`src/rtl/crc5_check_if.sv`:
```
// Token-body bus between the bit unstuffer, the CRC5 checker and the packet decoder.
// The unstuffer drives the serial side; the checker drives the verdict side.
interface crc5_check_if;
  logic       s_in;
  logic       start;
  logic       endr;
  logic       pause;
  logic       done;
  logic       crc_ok;
  logic       len_err;
  logic [6:0] addr;
  logic [3:0] endp;
  logic       busy;

  modport master (
    output s_in, start, endr, pause,
    input  done, crc_ok, len_err, addr, endp, busy
  );

  modport slave (
    input  s_in, start, endr, pause,
    output done, crc_ok, len_err, addr, endp, busy
  );
endinterface

```
`src/rtl/crc5_check.sv`:
```
// USB token CRC5 checker: runs the x^5+x^2+1 LFSR over the de-stuffed token body,
// captures ADDR/ENDP and issues a registered one-cycle verdict at the end of the body.
module crc5_check #(
  parameter int unsigned NBITS   = 16,
  parameter logic [4:0]  RESIDUE = 5'b01100,
  parameter int unsigned PAYLOAD = 11
) (
  input  logic         clk,
  input  logic         rst_n,
  crc5_check_if.slave  tok
);

  localparam logic [4:0] LP_NBITS   = 5'(NBITS);
  localparam logic [4:0] LP_PAYLOAD = 5'(PAYLOAD);

  typedef enum logic {
    ST_IDLE,
    ST_RECV
  } state_t;

  state_t     r_state;
  state_t     w_state_nxt;
  logic [4:0] r_crc;
  logic [4:0] r_cnt;
  logic [6:0] r_addr;
  logic [3:0] r_endp;
  logic       r_done;
  logic       r_crc_ok;
  logic       r_len_err;

  logic       w_take;
  logic       w_verdict;
  logic [4:0] w_seed;
  logic       w_fb;
  logic [4:0] w_crc_nxt;
  logic [4:0] w_cnt_base;
  logic [4:0] w_cnt_nxt;
  logic [1:0] w_eidx;
  logic [6:0] w_addr_nxt;
  logic [3:0] w_endp_nxt;

  // Datapath for the bit on s_in; a start bit restarts from the seed and bit index 0.
  always_comb begin
    w_seed     = tok.start ? 5'b11111 : r_crc;
    w_fb       = w_seed[4] ^ tok.s_in;
    w_crc_nxt  = {w_seed[3:0], 1'b0} ^ (w_fb ? 5'b00101 : 5'b00000);
    w_cnt_base = tok.start ? '0 : r_cnt;
    w_cnt_nxt  = (w_cnt_base == '1) ? '1 : w_cnt_base + 5'd1;
    w_eidx     = 2'(w_cnt_base - 5'd7);
    w_addr_nxt = tok.start ? '0 : r_addr;
    w_endp_nxt = tok.start ? '0 : r_endp;
    if (w_cnt_base < 5'd7) begin
      w_addr_nxt[w_cnt_base[2:0]] = tok.s_in;
    end else if (w_cnt_base < LP_PAYLOAD) begin
      w_endp_nxt[w_eidx] = tok.s_in;
    end
  end

  always_comb begin
    w_state_nxt = r_state;
    w_take      = 1'b0;
    w_verdict   = 1'b0;
    if (!tok.pause) begin
      if (tok.start) begin
        w_take      = 1'b1;
        w_verdict   = tok.endr;
        w_state_nxt = tok.endr ? ST_IDLE : ST_RECV;
      end else if (r_state == ST_RECV) begin
        w_take = 1'b1;
        if (tok.endr) begin
          w_verdict   = 1'b1;
          w_state_nxt = ST_IDLE;
        end
      end
    end
  end

  always_ff @(posedge clk or negedge rst_n) begin
    if (!rst_n) begin
      r_state <= ST_IDLE;
    end else begin
      r_state <= w_state_nxt;
    end
  end

  always_ff @(posedge clk or negedge rst_n) begin
    if (!rst_n) begin
      r_crc     <= 5'b11111;
      r_cnt     <= '0;
      r_addr    <= '0;
      r_endp    <= '0;
      r_done    <= 1'b0;
      r_crc_ok  <= 1'b0;
      r_len_err <= 1'b0;
    end else begin
      r_done <= w_verdict;
      if (w_take) begin
        r_crc  <= w_crc_nxt;
        r_cnt  <= w_cnt_nxt;
        r_addr <= w_addr_nxt;
        r_endp <= w_endp_nxt;
      end
      if (w_verdict) begin
        r_len_err <= (w_cnt_nxt != LP_NBITS);
        r_crc_ok  <= (w_cnt_nxt == LP_NBITS) && (w_crc_nxt == RESIDUE);
      end
    end
  end

  assign tok.done    = r_done;
  assign tok.crc_ok  = r_crc_ok;
  assign tok.len_err = r_len_err;
  assign tok.addr    = r_addr;
  assign tok.endp    = r_endp;
  assign tok.busy    = (r_state == ST_RECV);

endmodule

```
`src/flat_wrapper.sv`:
```
// flat-port wrapper written by rule: the top's interface ports become plain ports
module crc5_check_flat 
#(
  parameter int unsigned NBITS   = 16,
  parameter logic [4:0]  RESIDUE = 5'b01100,
  parameter int unsigned PAYLOAD = 11
)
  (clk, rst_n, tok_s_in, tok_start, tok_endr, tok_pause, tok_done, tok_crc_ok, tok_len_err, tok_addr, tok_endp, tok_busy);
  crc5_check_if tok_i ();
  input  logic clk;
  input  logic rst_n;
  input wire logic [$bits(tok_i.s_in)-1:0] tok_s_in;
  input wire logic [$bits(tok_i.start)-1:0] tok_start;
  input wire logic [$bits(tok_i.endr)-1:0] tok_endr;
  input wire logic [$bits(tok_i.pause)-1:0] tok_pause;
  output wire logic [$bits(tok_i.done)-1:0] tok_done;
  output wire logic [$bits(tok_i.crc_ok)-1:0] tok_crc_ok;
  output wire logic [$bits(tok_i.len_err)-1:0] tok_len_err;
  output wire logic [$bits(tok_i.addr)-1:0] tok_addr;
  output wire logic [$bits(tok_i.endp)-1:0] tok_endp;
  output wire logic [$bits(tok_i.busy)-1:0] tok_busy;
  assign tok_i.s_in = tok_s_in;
  assign tok_i.start = tok_start;
  assign tok_i.endr = tok_endr;
  assign tok_i.pause = tok_pause;
  assign tok_done = tok_i.done;
  assign tok_crc_ok = tok_i.crc_ok;
  assign tok_len_err = tok_i.len_err;
  assign tok_addr = tok_i.addr;
  assign tok_endp = tok_i.endp;
  assign tok_busy = tok_i.busy;
  crc5_check #(.NBITS(NBITS), .RESIDUE(RESIDUE), .PAYLOAD(PAYLOAD)) u_core (.clk(clk), .rst_n(rst_n), .tok(tok_i));
endmodule
```
`config.mk`:
```
export PLATFORM = sky130hd
export DESIGN_NAME = crc5_check_flat
export DESIGN_NICKNAME = d
export VERILOG_FILES = /design/src/rtl/crc5_check_if.sv /design/src/rtl/crc5_check.sv /design/src/flat_wrapper.sv
export SDC_FILE = /design/constraint.sdc
export NUM_CORES = 1
export LEC_CHECK = 0
export ABC_AREA = 1
export BUFFER_PORTS_ARGS = -buffer_cell sky130_fd_sc_hd__buf_2
export CORE_MARGIN = 5
export CORE_UTILIZATION = 61
export CTS_CLUSTER_SIZE = 12
export DETAILED_ROUTE_END_ITERATION = 12
export MAX_ROUTING_LAYER = met4
export PLACE_DENSITY = 0.84
export SLEW_MARGIN = 40
export SYNTH_ARGS = -nofsm -noshare
export SYNTH_HDL_FRONTEND = slang
export SYNTH_SLANG_ARGS = --single-unit
```
`constraint.sdc`:
```
create_clock -name clk -period 3 [get_ports clk]
set_clock_uncertainty 0.15 [all_clocks]
set_input_delay 0.6 -clock clk [delete_from_list [all_inputs] [get_ports clk]]
set_output_delay 0.6 -clock clk [all_outputs]
set_load 0.02 [all_outputs]
```
==> impl_results.rst <==
.. list-table::
   :header-rows: 1

   * - Metric
     - Value
   * - Outcome
     - complete, no violations
   * - Cell Area, Placed
     - 0.00162 mm2
   * - Clock insertion delay at the later pin of the skew report
     - 0.32 ns
   * - Data required time at the worst endpoint
     - 3.09 ns
   * - Number of cells in the finished layout apart from fillers
     - 237
   * - Post-CTS Resized
     - 0
   * - Final total negative setup slack
     - 0 ns
   * - Number of placement rows
     - 18
   * - Total number of clock tree sinks
     - 25
   * - Clock root buffer
     - clkbuf_4
   * - Max Clock Freq
     - 529 MHz
   * - Half-perimeter wire length after placement
     - 2.49 mm
   * - Post-synthesis average cell area
     - 8.09 um2
   * - Routed wire length
     - 3.33 mm
   * - Area fraction of the dominant cell type after synthesis
     - 0.329
   * - Ports placed on the boundary
     - 21
   * - Number of warnings issued by yosys
     - 0
   * - Post-route design area
     - 0.00165 mm2
   * - Final critical-path share of the clock period
     - 0.630
   * - Initial core utilization
     - 0.626
   * - Largest stage delay, worst path
     - 0.44 ns
   * - Clock transition at the register clock pins on the worst setup and hold paths after CTS
     - 0.15 ns
   * - Final number of setup-violating endpoints
     - 0
   * - Peak ir drop on the vdd network
     - 0.000355 V
   * - Antenna violation net count after detailed routing
     - 0
   * - Fraction of final layout cells sized beyond drive strength 1
     - 0.290
   * - Worst path arrival time
     - 1.98 ns
   * - Initial DRC count
     - 33
   * - Hold-fix buffer count after cts
     - 0
   * - Unrepaired setup endpoints after global routing
     - no
   * - Cell Area, Synth
     - 0.00152 mm2
   * - Number of H-tree levels
     - 1
   * - Flop and latch count out of synthesis
     - 25
   * - Via Count
     - 1287
   * - Final routed DRC violation total
     - 0
   * - 1st-pass router iterations
     - 4
   * - Critical path buffer and inverter count
     - 2
   * - Total power divided by cell area
     - 506 mW/mm2
   * - Relative area change from synthesis to final layout
     - 8.14%
   * - Shortest clock period the worst path allows after layout
     - 1.89 ns
   * - Total die area
     - 0.00359 mm2
   * - Crit end category
     - register
   * - Clock tree from TritonCTS
     - yes
   * - Number of hold violations in the final report
     - 0
   * - Weighted congestion at the end of routability-driven global placement
     - 0.848
   * - Number of standard cells after synthesis
     - 188
   * - Clock buffer depth
     - 2
   * - Synthesized netlist net count
     - 198
   * - Setup Crit Path Kind
     - reg2reg
   * - Initial antenna violation count
     - 0
   * - Slew at the pin closest to its max-slew limit
     - 0.557 ns
   * - Ordered cell list for the critical path
     - inv_1 -> nor2_4 -> inv_2 -> ha_1 -> nand4_1 -> nor2_2 -> nand2_1 -> nand2_1 -> nand2_1
   * - Via count of the first global-routing pass
     - 1259
   * - Number of buffers inserted by post-CTS setup repair
     - 0
   * - Vertical die dimension
     - 59.9 um
   * - Maximum capacitance violations
     - 0
   * - Most common cell in the netlist
     - nand2_1
   * - Cts bufs inserted
     - 3
   * - Top post-synthesis cells by area
     - dfrtp_1 33%, nand2_1 12%, dfstp_2 8.6%
   * - Distinct cells, synth
     - 28
   * - Worst Hold Class
     - in2async
   * - Maximum number of pins on one net before global-route repair
     - 26
   * - Global-route wire length before repair
     - 5.66 mm
   * - Relative slew slack
     - 0.628
   * - Core box area
     - 0.00243 mm2
   * - CP dominant cell by count
     - nand2_1
   * - Total track usage
     - 0.216
   * - Number of instances in the placed design
     - 233
   * - Critical path startpoint category
     - register
   * - Width of the die
     - 59.9 um
   * - Maximum net fanout on the critical path
     - 9
   * - Buffers added on ports
     - 20
   * - Antenna diode instance count
     - 0
   * - Leak Pwr
     - 0.000831 uW
   * - Max-slew violation count
     - 0
   * - Wire per inst
     - 14.1 um
   * - Crit path max-delay cell type
     - dfrtp_1
   * - Total overflow reported by the global router
     - 0
   * - Share of async-settable or async-resettable flops after synthesis
     - 1.00
   * - Cell taking the most area after synthesis
     - dfrtp_1
   * - Vias per cell
     - 5.43
   * - Commonest cells post-synth
     - 47 x nand2_1, 20 x dfrtp_1, 16 x nand3_1
   * - Dominant delay contributor by cell family on the critical path
     - simple AND/OR/NAND/NOR gates
   * - Total number of nets in the final design
     - 218
   * - Most used flip-flop cell after synthesis
     - dfrtp_1
   * - Share of synthesized area occupied by flip-flops and latches
     - 0.415
   * - Number of enable flip-flop cells after synthesis
     - 0
==> sequential cells by signal, indices dropped and copies added (netlist names) <==
name / cells
u_core.tok.done: 1
u_core.r_cnt: 5
u_core.tok.len_err: 1
u_core.tok.addr: 7
u_core.tok.endp: 4
u_core.tok.crc_ok: 1
u_core.r_crc: 5
u_core.tok.busy: 1
==> worst reg2reg max path: cells and delay by family, from the launching register on <==
family,cells,cell delay [ns]
fa+ha+maj,1,0.33
simple gates,6,0.65
buf+inv,2,0.24
flops,1,0.44
==> final cells by class <==
class                           count  area (um2)
Clock buffer                        3        22.5
Sequential cell                    25         632
Inverter                           23        93.8
Clock inverter                      1        7.51
Timing Repair Buffer               20         100
Tap cell                           30        37.5
Fill cell                         202         787
Multi-Input combinational cell    135         752
==> routing by layer <==
metal | vias up | wire (um) | share of wire | global-route usage
met5 | - | 0 | 0 | -
met4 | 0 | 69 | 0.021 | 0.0791
met3 | 6 | 188 | 0.056 | 0.0324
met2 | 28 | 1640 | 0.49 | 0.355
met1 | 599 | 1430 | 0.43 | 0.266
li1 | 654 | - | - | -
==> power by group <==
group	internal [uW]	switching [uW]	leakage [uW]
clock	51.0	108	0.0000139
sequential	393	42.5	0.000318
combinational	77.6	160	0.000499
total	521	311	0.000831
==> logic make-up (layout without fill, tap and decap cells) <==
logic type,after synthesis,count (layout),share of synthesized area
xor+xnor,1,1,0.00576
fa+ha+maj,4,4,0.0329
buf+inv,28,47,0.0905
flops,25,25,0.415
compound gates,29,29,0.131
simple gates,101,101,0.325
==> placed cells by master (no fill, tap or decap), drive strengths merged <==
| master | n |
|---|---|
| a21boi | 3 |
| o21ai | 22 |
| clkbuf | 3 |
| ha | 4 |
| nor3 | 2 |
| nand2 | 54 |
| dfstp | 5 |
| a21oi | 2 |
| nand3 | 18 |
| clkinvlp | 1 |
| inv | 23 |
| dfrtp | 20 |
| nand4 | 8 |
| xor2 | 1 |
| nor2 | 19 |
| a31oi | 1 |
| a41oi | 1 |
| buf | 20 |
==> per-stage QoR <==
stage	hold slack, ns	total power, uW	setup slack (ns)	utilization
floorplan	0.154	611	1.10	-
global placement	0.309	675	0.758	0.664
detailed placement	0.321	681	0.781	0.664
CTS	0.0998	839	1.10	0.676
global route	0.102	887	0.964	0.676
finish	0.0885	832	1.11	0.676
==> final timing paths <==
kind                                    from                  to  slack, ns  cells past startpoint
max                          u_core.r_cnt[0]  u_core.tok.len_err       1.11                      9
min                                    rst_n  u_core.tok.addr[0]       0.09                      1
max reg2reg                  u_core.r_cnt[0]  u_core.tok.len_err       1.11                      9
min reg2reg                u_core.tok.crc_ok   u_core.tok.crc_ok       0.35                      2
max in group asynchronous              rst_n     u_core.r_crc[4]       2.24                      1
min in group clk                    tok_endr     u_core.tok.busy       0.32                      2
No activity file was read; power rests on OpenSTA's default activity.
